<file path="config.mk">
export PLATFORM = sky130hd
export DESIGN_NAME = pic_init_sequencer
export DESIGN_NICKNAME = d
export VERILOG_FILES = /design/src/rtl/pic_pkg.sv /design/src/rtl/pic_wr_strobe_detect.sv /design/src/rtl/pic_init_sequencer.sv
export SDC_FILE = /design/constraint.sdc
export NUM_CORES = 1
export LEC_CHECK = 0
export CORE_MARGIN = 4
export CORE_UTILIZATION = 46
export CTS_CLUSTER_DIAMETER = 150
export CTS_CLUSTER_SIZE = 28
export DETAILED_ROUTE_END_ITERATION = 8
export PLACE_DENSITY = 0.86
export SYNTH_ARGS = -nofsm -noshare
export SYNTH_HDL_FRONTEND = slang
export SYNTH_SLANG_ARGS = --single-unit
export TNS_END_PERCENT = 20
</file>
<file path="constraint.sdc">
create_clock -name clk -period 2.5 [get_ports clk]
set_input_delay 0.75 -clock clk [delete_from_list [all_inputs] [get_ports clk]]
set_output_delay 0.75 -clock clk [all_outputs]
set_load 0.05 [all_outputs]
</file>
<file path="src/rtl/pic_pkg.sv">
// pic_pkg: shared definitions for the PIC command-write front end.
//   pic_state_e      : initialization sequencer states
//   ICW1_* / ICW4_*  : bit positions inside the ICW1 / ICW4 data bytes
//   OCW_SEL_BIT      : din bit that tells OCW3 (1) from OCW2 (0)
package pic_pkg;

   typedef enum logic [2:0] {
      ST_UNINIT,
      ST_WAIT_ICW2,
      ST_WAIT_ICW3,
      ST_WAIT_ICW4,
      ST_READY
   } pic_state_e;

   localparam int unsigned ICW1_IC4  = 0;
   localparam int unsigned ICW1_SNGL = 1;
   localparam int unsigned ICW1_ADI  = 2;
   localparam int unsigned ICW1_LTIM = 3;
   localparam int unsigned ICW1_FLAG = 4;

   localparam int unsigned ICW4_UPM  = 0;
   localparam int unsigned ICW4_AEOI = 1;
   localparam int unsigned ICW4_MS   = 2;
   localparam int unsigned ICW4_BUF  = 3;
   localparam int unsigned ICW4_SFNM = 4;

   localparam int unsigned OCW_SEL_BIT = 3;

endpackage

</file>
<file path="src/rtl/pic_wr_strobe_detect.sv">
// pic_wr_strobe_detect: turns the CPU write strobe (cs_n & wr_n low) into a
// single-cycle event and presents the A0/data sampled in that cycle.
//   i_clk, i_rst    : clock, async active-high reset
//   i_cs_n, i_wr_n  : chip select / write strobe, active low
//   i_a0, i_din     : register select and data bus
//   o_wr_evt        : one-cycle pulse on the first cycle of a write strobe
//   o_a0, o_din     : A0 / data qualified by o_wr_evt
module pic_wr_strobe_detect (
   input  logic       i_clk,
   input  logic       i_rst,
   input  logic       i_cs_n,
   input  logic       i_wr_n,
   input  logic       i_a0,
   input  logic [7:0] i_din,
   output logic       o_wr_evt,
   output logic       o_a0,
   output logic [7:0] o_din
);

   logic w_wr_act;
   logic r_wr_act_q;

   assign w_wr_act = ~i_cs_n & ~i_wr_n;

   // Resets to 1 so a strobe already held low when reset releases is not
   // mistaken for a fresh write.
   always_ff @(posedge i_clk or posedge i_rst) begin
      if (i_rst) r_wr_act_q <= 1'b1;
      else       r_wr_act_q <= w_wr_act;
   end

   assign o_wr_evt = w_wr_act & ~r_wr_act_q;
   assign o_a0     = i_a0;
   assign o_din    = i_din;

endmodule

</file>
<file path="src/rtl/pic_init_sequencer.sv">
// pic_init_sequencer: 8259-style command-write front end. Walks the
// ICW1 -> ICW2 -> [ICW3] -> [ICW4] sequence, then routes OCW1/OCW2/OCW3.
//   clk, rst              : clock, async active-high reset
//   cs_n, wr_n, a0, din   : CPU write interface
//   ltim, adi, sngl, ic4  : ICW1 fields
//   vec_base              : ICW2 T7..T3
//   cas_cfg               : ICW3 raw byte
//   upm..sfnm             : ICW4 fields
//   imr                   : OCW1 interrupt mask
//   ocw_strobe/sel/data   : one-cycle OCW2/OCW3 write notification
//   init_done             : high in READY
//   protocol_err          : one-cycle pulse on an illegal write
module pic_init_sequencer
   import pic_pkg::*;
#(
   parameter logic [7:0] IMR_INIT    = 8'h00,
   parameter logic       REQUIRE_UPM = 1'b0
) (
   input  logic       clk,
   input  logic       rst,
   input  logic       cs_n,
   input  logic       wr_n,
   input  logic       a0,
   input  logic [7:0] din,
   output logic       ltim,
   output logic       adi,
   output logic       sngl,
   output logic       ic4,
   output logic [4:0] vec_base,
   output logic [7:0] cas_cfg,
   output logic       upm,
   output logic       aeoi,
   output logic       buf_mode,
   output logic       m_s,
   output logic       sfnm,
   output logic [7:0] imr,
   output logic       ocw_strobe,
   output logic       ocw_sel,
   output logic [7:0] ocw_data,
   output logic       init_done,
   output logic       protocol_err
);

   logic       w_evt;
   logic       w_a0;
   logic [7:0] w_din;

   pic_wr_strobe_detect u_wr_detect (
      .i_clk    (clk),
      .i_rst    (rst),
      .i_cs_n   (cs_n),
      .i_wr_n   (wr_n),
      .i_a0     (a0),
      .i_din    (din),
      .o_wr_evt (w_evt),
      .o_a0     (w_a0),
      .o_din    (w_din)
   );

   pic_state_e r_state, w_state_nxt;
   logic w_icw1, w_icw2, w_icw3, w_icw4, w_ocw1, w_ocw23, w_err;

   logic       r_ltim, r_adi, r_sngl, r_ic4;
   logic [4:0] r_vec_base;
   logic [7:0] r_cas_cfg;
   logic       r_upm, r_aeoi, r_buf_mode, r_m_s, r_sfnm;
   logic [7:0] r_imr;
   logic       r_ocw_strobe, r_ocw_sel;
   logic [7:0] r_ocw_data;
   logic       r_init_done, r_protocol_err;

   always_ff @(posedge clk or posedge rst) begin
      if (rst) r_state <= ST_UNINIT;
      else     r_state <= w_state_nxt;
   end

   // ICW1 is recognised in every state and takes precedence over the
   // per-state decode, so it restarts the sequence from anywhere.
   always_comb begin
      w_state_nxt = r_state;
      w_icw1      = 1'b0;
      w_icw2      = 1'b0;
      w_icw3      = 1'b0;
      w_icw4      = 1'b0;
      w_ocw1      = 1'b0;
      w_ocw23     = 1'b0;
      w_err       = 1'b0;
      if (w_evt) begin
         if (!w_a0 && w_din[ICW1_FLAG]) begin
            w_icw1      = 1'b1;
            w_state_nxt = ST_WAIT_ICW2;
         end else begin
            case (r_state)
               ST_WAIT_ICW2: begin
                  if (w_a0) begin
                     w_icw2 = 1'b1;
                     if (!r_sngl)    w_state_nxt = ST_WAIT_ICW3;
                     else if (r_ic4) w_state_nxt = ST_WAIT_ICW4;
                     else            w_state_nxt = ST_READY;
                  end else begin
                     w_err = 1'b1;
                  end
               end
               ST_WAIT_ICW3: begin
                  if (w_a0) begin
                     w_icw3      = 1'b1;
                     w_state_nxt = r_ic4 ? ST_WAIT_ICW4 : ST_READY;
                  end else begin
                     w_err = 1'b1;
                  end
               end
               ST_WAIT_ICW4: begin
                  if (w_a0) begin
                     w_icw4      = 1'b1;
                     w_state_nxt = ST_READY;
                     w_err       = REQUIRE_UPM & ~w_din[ICW4_UPM];
                  end else begin
                     w_err = 1'b1;
                  end
               end
               ST_READY: begin
                  if (w_a0) w_ocw1  = 1'b1;
                  else      w_ocw23 = 1'b1;
               end
               default: w_err = 1'b1;
            endcase
         end
      end
   end

   always_ff @(posedge clk or posedge rst) begin
      if (rst) begin
         r_ltim         <= 1'b0;
         r_adi          <= 1'b0;
         r_sngl         <= 1'b0;
         r_ic4          <= 1'b0;
         r_vec_base     <= '0;
         r_cas_cfg      <= '0;
         r_upm          <= 1'b0;
         r_aeoi         <= 1'b0;
         r_buf_mode     <= 1'b0;
         r_m_s          <= 1'b0;
         r_sfnm         <= 1'b0;
         r_imr          <= IMR_INIT;
         r_ocw_strobe   <= 1'b0;
         r_ocw_sel      <= 1'b0;
         r_ocw_data     <= '0;
         r_init_done    <= 1'b0;
         r_protocol_err <= 1'b0;
      end else begin
         r_ocw_strobe   <= w_ocw23;
         r_protocol_err <= w_err;
         r_init_done    <= (w_state_nxt == ST_READY);
         if (w_icw1) begin
            r_ltim     <= w_din[ICW1_LTIM];
            r_adi      <= w_din[ICW1_ADI];
            r_sngl     <= w_din[ICW1_SNGL];
            r_ic4      <= w_din[ICW1_IC4];
            r_imr      <= IMR_INIT;
            r_cas_cfg  <= '0;
            r_upm      <= 1'b0;
            r_aeoi     <= 1'b0;
            r_buf_mode <= 1'b0;
            r_m_s      <= 1'b0;
            r_sfnm     <= 1'b0;
         end
         if (w_icw2) r_vec_base <= w_din[7:3];
         if (w_icw3) r_cas_cfg  <= w_din;
         if (w_icw4) begin
            r_upm      <= w_din[ICW4_UPM];
            r_aeoi     <= w_din[ICW4_AEOI];
            r_m_s      <= w_din[ICW4_MS];
            r_buf_mode <= w_din[ICW4_BUF];
            r_sfnm     <= w_din[ICW4_SFNM];
         end
         if (w_ocw1) r_imr <= w_din;
         if (w_ocw23) begin
            r_ocw_sel  <= w_din[OCW_SEL_BIT];
            r_ocw_data <= w_din;
         end
      end
   end

   assign ltim         = r_ltim;
   assign adi          = r_adi;
   assign sngl         = r_sngl;
   assign ic4          = r_ic4;
   assign vec_base     = r_vec_base;
   assign cas_cfg      = r_cas_cfg;
   assign upm          = r_upm;
   assign aeoi         = r_aeoi;
   assign buf_mode     = r_buf_mode;
   assign m_s          = r_m_s;
   assign sfnm         = r_sfnm;
   assign imr          = r_imr;
   assign ocw_strobe   = r_ocw_strobe;
   assign ocw_sel      = r_ocw_sel;
   assign ocw_data     = r_ocw_data;
   assign init_done    = r_init_done;
   assign protocol_err = r_protocol_err;

endmodule

</file>
==> run metrics, run 1 <==
final worst clock skew 0.00376 ns; Buf/Inv on CP 1; multi-input logic area 667 um2; Crit-path slowest cell clkdlybuf4s50_1; post-DR wirelength/cell between 15 and 20 um; I/O Buffers 54; H-tree level count 2; Detail Route Antenna Nets 0; drt pass-1 iters 4; count of state elements after synthesis 45; Post CTS Setup Buffer Count 0; Congestion Overflow GR 0; ys flop type dfrtp_1; critical path depth 1; vias in the first global route 1,424; library cells used by synthesis 31; worst slew pin tran 0.731 ns; # DRC 0; Area Growth Syn to Fin 40.3%; Layout Utilization 68.7%; CTS buffer count 5; CTS tree built; Hold Path Class reg2reg; WP data arrival 1.57 ns; synth cell count leaders 44 x dfrtp_1, 21 x a22o_1, 16 x mux2_2; Highest Clock Rate approximately 430 MHz; reg2reg start u_wr_detect.r_wr_act_q; die area 5060 um2; placed wire-length estimate ~3.2 mm; CTS Root Cell clkbuf_8; top post-synthesis cells by area dfrtp_1 60%, a22o_1 10%, mux2_2 9.8%, nor4b_4 2.6%, dfstp_2 1.4%; fin nets between 200 and 250; CP delay by family, top buffers and inverters; clock share of power 24.3%; Max clock buf depth 2; PD cells 705 nW/um2; Worst EP required between 1.5 and 2 ns; net load switching power 0.000606 W; Final min period ~2.3 ns; DR iter-0 viols 68; die height 71.1 um; first-pass GRT wire length 7.53 mm; Final setup viols 0; CP max stage delay 0.84 ns; Syn Inst Count 133; DRT Wirelength 4.47 mm; fin crit share 92.8%; vias about 1,400; RePlAce Congestion 0.827; internal power 0.00121 W; Post-synth EDFFs 0; Mapped Area 1830 um2; antenna cells 0; largest area contributor in the netlist dfrtp_1; post-route insts no fill between 200 and 250; crit path to ic4; placed insts 237; Worst slew margin 50.9%; worst vdd ir 515 uV; hold buffer count at CTS 0; most frequent cell after synthesis dfrtp_1; Synth Area per Inst 13.8 um2; Die Wd 71.1 um; vias per std cell 5.55; Layout fillers 277; status finished, final reports clean; Logic pwr share about 29%; critical-path cell list clkdlybuf4s50_1; layout cells sized above 1 17.9%; largest net degree at the start of global routing 32; Final WS setup 0.181 ns; YS warnings 0; async set-reset flop share out of synthesis 100%; Top Ports 55; Power Total ~0.0018 W; Worst R2R End ocw_data[7]; crit-path max FO 6; sequential power share 47.0%; r2r setup slk 0.76 ns; Synth Net Count 146; row count 22; clk_lat worst skew 0.29 ns; Setup crit end kind primary output; Sw Ratio 33.4%; worst reg2reg path depth 4; GRT Resource Usage Total approximately 19%; Critical Path Start ic4; Max Slew Vio Count 0; Final Hold Viols 0; initial antenna violation count 0; RSZ-0062 raised after global routing no; Placement Setup Slack -0.138 ns; MaxCap Viol Count 0; Core ar. 3740 um2; top cell type's share of synthesized area 60.1%; Initial Util 49.0%; Reg clk slew, reported paths 0.07 ns; kind of critical path reg2out; type of element launching the critical path flop; CTS Sinks 45; register area 1130 um2; Pleak 1.14 nW; post-cts resize count 0; post-synthesis sequential area ratio 61.5%
[logic make-up after synthesis]
group | Yosys count | synth area share [%]
AND/OR/NAND/NOR | 30 | 11.9
buffers and inverters | 9 | 2.12
flip-flops | 45 | 61.5
multiplexers | 16 | 9.83
AO/OA/AOI/OAI | 33 | 14.7
[power by group through the flow]
stage / clock (W) / sequential (W) / combinational [W]
after floorplan: 0 / 0.00107 / 0.000115
after global placement: 0 / 0.000861 / 0.000516
after detailed placement: 0 / 0.000863 / 0.000523
after CTS: 0.000462 / 0.000852 / 0.000525
after global routing: 0.000495 / 0.000862 / 0.000546
final: 0.000441 / 0.000852 / 0.000520
[cell type report]
cell class,instances,area share [%]
clock buffers,7,3.36
inverters,1,0.146
multi-input cells,79,25.9
flip-flops and latches,45,43.8
well taps,48,2.33
repair buffers,64,24.4
[state kept, by name, indices dropped and copies added, names as in the netlist, 3 cells and up]
| register | cells |
|---|---|
| imr | 8 |
| r_state | 3 |
| cas_cfg | 8 |
| ocw_data | 8 |
| vec_base | 5 |
[cell usage in the layout, fill, tap and decap left out, types with 2 or more instances in the layout]
cell type and instances:
clkdlybuf4s50_1 54, dfrtp_1 44, a22o_1 21, mux2_2 16
buf_4 9, clkbuf_8 6, nor3_1 5, nor2_1 4
nor2b_1 3, nand2b_1 3, nand2_1 2, nor4b_4 2
nor4bb_1 2, and2_1 2, o21ai_1 2, nand3b_1 2
a311oi_1 2, a31oi_1 2
[routing by layer]
layer	vias up	global-route usage [%]	part of all wire (%)
met2	47	29.1	47
met1	679	26.4	46
li1	627	-	-
met5	-	0	0
met3	2	6.68	6.8
met4	0	6.26	0.54
[through the flow]
step                hold slack [ns]  cell area [um2]  TNS, ns
floorplan                     0.583             1830        0
global placement              0.477             2490    -1.02
detailed placement            0.479             2490    -1.96
CTS                           0.497             2570        0
global route                  0.526             2570        0
finish                        0.491             2570        0
[how the worst min path moves through the flow]
stage / start / end / cells past startpoint
6_report: ocw_data[4] / ocw_data[4] / 1
5_1_grt: imr[7] / imr[7] / 1
4_1_cts: ocw_data[4] / ocw_data[4] / 1
3_5_place_dp: ocw_data[4] / ocw_data[4] / 1
3_3_place_gp: ocw_data[4] / ocw_data[4] / 1
2_1_floorplan: r_state[2] / ocw_strobe / 2
(Power assumes the default switching activity.)
==> run 2: changes to the inputs <==
--- a/config.mk
+++ b/config.mk
@@ -5,7 +5,7 @@
 export SDC_FILE = /design/constraint.sdc
 export NUM_CORES = 1
 export LEC_CHECK = 0
-export CORE_MARGIN = 4
+export CORE_MARGIN = 8
 export CORE_UTILIZATION = 46
 export CTS_CLUSTER_DIAMETER = 150
 export CTS_CLUSTER_SIZE = 28
==> run metrics, run 2 (synthesis results as in run 1) <==
H-tree level count 2; RSZ-0062 raised after global routing no; Top Metal Used met4; status finished, final reports clean; worst vdd ir 438 uV; Core ar. 3910 um2; vias per std cell 5.70; crit-path max FO 6; Max clock buf depth 2; final worst clock skew 0.0125 ns; CTS buffer count 5; Worst EP required 1.75 ns; row count 23; Final min period 2.33 ns; Reg clk slew, reported paths 0.09 ns; Pleak 1.16 nW; CTS Sinks 45; Crit-path slowest cell clkdlybuf4s50_1; hold buffer count at CTS 0; RePlAce Congestion 0.770; Hold Path Depth 1; die area 6260 um2; Die Wd 79.1 um; Hold Crit Start vec_base[1]; WP data arrival 1.58 ns; antenna cells 0; # DRC 0; initial antenna violation count 0; first-pass GRT wire length 7.93 mm; Area Growth Syn to Fin 42.2%; met2 wire len 2.64 mm; commonest cells after routing, fill and taps aside 54 x clkdlybuf4s50_1, 44 x dfrtp_1, 21 x a22o_1, 16 x mux2_2, 12 x buf_4; Worst R2R End ocw_data[7]; layout cells sized above 1 19.6%; Layout Utilization approximately two thirds; critical-path cell list clkdlybuf4s50_1; DRT Wirelength 5.03 mm; fin nets 211; kind of critical path reg2out; type of element launching the critical path flop; placed wire-length estimate between 3 and 4 mm; Hold Path Class reg2reg; CTS tree built; worst slew pin tran 0.707 ns; MaxCap Viol Count 0; DR iter-0 viols 154; Buf/Inv on CP 1; largest net degree at the start of global routing between 40 and 50; Final Hold Viols 0; r2r setup slk between 0.7 and 0.8 ns; Final setup viols 0; CP delay by family, top buffers and inverters; WL met3 ~360 um; hold slack around 0.5 ns; Top Ports 55; clk_lat worst skew 0.30 ns; fin crit share 93.1%; I/O Buffers 54; Max Slew Vio Count 0; post-route insts no fill 249; Detail Route Antenna Nets 0; Layout fillers 299; placed insts 241; vias roughly 1,400; commonest non-fill, non-tap cell in the layout clkdlybuf4s50_1; Final WS setup 0.172 ns; vias in the first global route ~1,600; Worst slew margin 52.6%; post-cts resize count 0; met1 WL 1.97 mm; drt pass-1 iters 4; worst reg2reg path depth 4; Setup crit end kind primary output; PD cells 744 nW/um2; Post CTS Setup Buffer Count 0; Congestion Overflow GR 0; Highest Clock Rate 429 MHz; setup TNS 0 ns; hold endpoint vec_base[1]; die height 79.1 um; CP max stage delay about 0.84 ns; CTS Root Cell clkbuf_8; GRT Resource Usage Total 16.4%; Placement Setup Slack -0.126 ns; reg2reg start r_state[1]; Initial Util 46.8%; post-DR wirelength/cell 20.2 um
run 2: cell count changes in the layout (fill, tap and decap cells not counted), sizes merged:
| cell | delta |
|---|---|
| clkinvlp | +1 |
| buf | +2 |
| clkbuf | -2 |
| inv | +1 |
| bufinv | +1 |
run 2: per-stage QoR:
stage               power, W  area (um2)
floorplan            0.00119        1830
global placement     0.00138        2490
detailed placement   0.00139        2490
CTS                  0.00194        2610
global route         0.00201        2610
finish               0.00194        2610
run 2: layer usage:
layer,global-route usage [%],vias up
li1,-,632
met1,17.6,725
met2,27.9,57
met3,7.22,6
met4,6.30,0
met5,0,-
run 2: area by class of cell:
cell class / instances / area, um2 / share of cell area (%)
tap: 50 / 62.6 / 2.40
inverter: 1 / 3.75 / 0.144
timing repair buffer: 66 / 631 / 24.2
clock buffer: 5 / 68.8 / 2.64
clock inverter: 3 / 46.3 / 1.78
multi-input combinational: 79 / 667 / 25.6
sequential: 45 / 1130 / 43.3
run 2: report_power, final:
part           switching [W]  internal (W)
registers          0.0000583      0.000795
logic               0.000333      0.000193
clock network       0.000260      0.000299
total               0.000651       0.00129
run 2: worst max-delay path by stage:
stage | depth (start not counted) | to | slack, ns | from
2_1_floorplan | 4 | ocw_data[0] | 0.30 | wr_n
6_report | 1 | ic4 | 0.17 | ic4
5_1_grt | 1 | ic4 | 0.1 | ic4
3_5_place_dp | 5 | ocw_data[2] | -0.13 | wr_n
3_3_place_gp | 5 | ocw_data[6] | -0.07 | wr_n
4_1_cts | 1 | ic4 | 0.16 | ic4
==> variant, RTL diff (flow settings as in run 2) <==
Encoding of `pic_state_e`: now one-hot (5 bits for 5 states).
--- a/src/rtl/pic_pkg.sv
+++ b/src/rtl/pic_pkg.sv
@@ -4,12 +4,12 @@
 //   OCW_SEL_BIT      : din bit that tells OCW3 (1) from OCW2 (0)
 package pic_pkg;
 
-   typedef enum logic [2:0] {
-      ST_UNINIT,
-      ST_WAIT_ICW2,
-      ST_WAIT_ICW3,
-      ST_WAIT_ICW4,
-      ST_READY
+   typedef enum logic [4:0] {
+      ST_UNINIT    = 5'b00001,
+      ST_WAIT_ICW2 = 5'b00010,
+      ST_WAIT_ICW3 = 5'b00100,
+      ST_WAIT_ICW4 = 5'b01000,
+      ST_READY     = 5'b10000
    } pic_state_e;
 
    localparam int unsigned ICW1_IC4  = 0;
Formal check against the unedited RTL: no difference found for any inputs over 10 cycles, from zero or initial values and one cycle with rst high; not proved beyond that.
==> variant against run 2 <==
Register-to-register slack lost 0.04 ns; non-clock buffer count grew 1; routed wire length shrank 0.84%; clock skew shrank 0.0049 ns; global-route usage shrank 0.52 points; setup slack gained 0.010 ns; first-iteration DRC count shrank 60%; design area grew 5.9%; via count grew 13%; synthesized area grew 8.0%; sequential cell count grew 2.
Power is not compared: it rests on default switching activity, and its combinational part moved more than twofold at a synthesized area within 25%.
==> variant: results <==
# TYPE chip_impl_metric gauge
chip_impl_info{name="endpoint_of_the_worst_hold_path",value="adi"} 1
chip_impl_metric{name="gpl.final_weighted_congestion",unit=""} 0.8912
chip_impl_metric{name="yosysWarnings",unit=""} 0
chip_impl_metric{name="tns",unit="ns"} 0
chip_impl_metric{name="flop_pwr_share",unit=""} 0.380
chip_impl_info{name="critical_path.reg2reg.startpoint",value="r_state[2]"} 1
chip_impl_metric{name="via_count",unit=""} 1604
chip_impl_metric{name="p_comb",unit="mW"} 1.13
chip_impl_info{name="synth.cells.most_frequent",value="57 x nand2_1, 45 x dfrtp_1, 22 x o21ai_0"} 1
chip_impl_metric{name="routed-wl-met2",unit="um"} 2483
chip_impl_info{name="critical_path.reg2reg.endpoint",value="ocw_data[1]"} 1
chip_impl_metric{name="met3_wire_length",unit="um"} 341
chip_impl_metric{name="met1_length",unit="um"} 2028
chip_impl_metric{name="totalPowerFinal",unit="mW"} 2.733
chip_impl_metric{name="maximum_fanout_encountered_on_the_critical_timing_path",unit=""} 4
chip_impl_metric{name="ys_types",unit=""} 29
chip_impl_metric{name="finalNetCount",unit=""} 270
chip_impl_metric{name="min_delay_path_depth",unit=""} 2
chip_impl_metric{name="synth.yosys.seq_area_share",unit=""} 0.5954
chip_impl_info{name="status",value="finished clean"} 1
chip_impl_metric{name="r2r.worst_path.cells",unit=""} 5
chip_impl_metric{name="grt_pass1_wl",unit="um"} 8052
chip_impl_metric{name="grt_use_total",unit=""} 0.1591
chip_impl_metric{name="grt_max_degree",unit=""} 23
chip_impl_metric{name="clock.fmax",unit="MHz"} 431.4
chip_impl_metric{name="detailedPlace.worstSlack",unit="ns"} 0.01598
chip_impl_metric{name="drtIter0Drc",unit=""} 61
chip_impl_metric{name="synth_fp_nets",unit=""} 203
chip_impl_info{name="hp-start",value="adi"} 1
chip_impl_info{name="cts_root_buf",value="clkbuf_8"} 1
chip_impl_metric{name="rrSetupSlack",unit="ns"} 0.72
chip_impl_metric{name="clock_skew",unit="ns"} 0.007576
chip_impl_metric{name="hpwlAfterDp",unit="um"} 3728
chip_impl_metric{name="fin_worst_hold_slack",unit="ns"} 0.4945
chip_impl_metric{name="final_layout_size_suffix_gt1_frac",unit=""} 0.1512
chip_impl_info{name="synth_area_leaders",value="dfrtp_1 57%, nand2_1 11%, o21ai_0 5.6%"} 1
chip_impl_metric{name="routed_wl",unit="um"} 4983
chip_impl_metric{name="relSlewSlack",unit=""} 0.6421
[variant: cell count changes after synthesis, moves of 3 or more]
| cell | change |
|---|---|
| o21ai_0 | +21 |
| mux2_2 | -10 |
| a22o_1 | -21 |
| nand2_1 | +55 |
| clkbuf_1 | -3 |
| nor2_1 | +8 |
| nand3_1 | +4 |
| nor3_1 | -3 |
| nand4_1 | +4 |
| mux2_4 | +7 |
[variant: worst max-delay path by stage]
stage / from / to / depth (start not counted)
after global routing: ic4 / ic4 / 1
after CTS: sngl / sngl / 1
after detailed placement: wr_n / ocw_data[6] / 6
after global placement: wr_n / ocw_data[3] / 6
final: sngl / sngl / 1
after floorplan: wr_n / ocw_data[0] / 5
[variant: layout make-up]
cell class | count | area [um2]
multi-input combinational | 133 | 749.5
fill | 330 | 1474
clock inverter | 2 | 35.03
sequential | 47 | 1179
inverter | 3 | 11.26
clock buffer | 6 | 82.58
tap | 52 | 65.06
timing repair buffer | 67 | 638.1
[variant: logic make-up (layout without fill, tap and decap cells)]
family / Yosys count / count (layout) / synth area share
compound gates: 26 / 26 / 0.07207
simple gates: 92 / 92 / 0.2099
mux: 14 / 14 / 0.09229
buf+inv: 10 / 78 / 0.02592
flops: 47 / 47 / 0.5954
xor+xnor: 1 / 1 / 0.004426
[variant: layer usage]
| metal | GRT usage | up-vias |
|---|---|---|
| li1 | - | 771 |
| met1 | 0.1858 | 768 |
| met2 | 0.2601 | 54 |
| met3 | 0.05033 | 11 |
| met4 | 0.07719 | 0 |
| met5 | 0 | - |
[variant: worst min-delay path: cells and delay by family (launching register included)]
family	cells	cell delay (ns)
simple gates	2	0.11
flops	1	0.36
[variant: per-stage QoR]
step	instances	area (um2)
global placement	302	2643
finish	310	2760
floorplan	190	1979
global route	310	2760
CTS	310	2760
detailed placement	302	2643
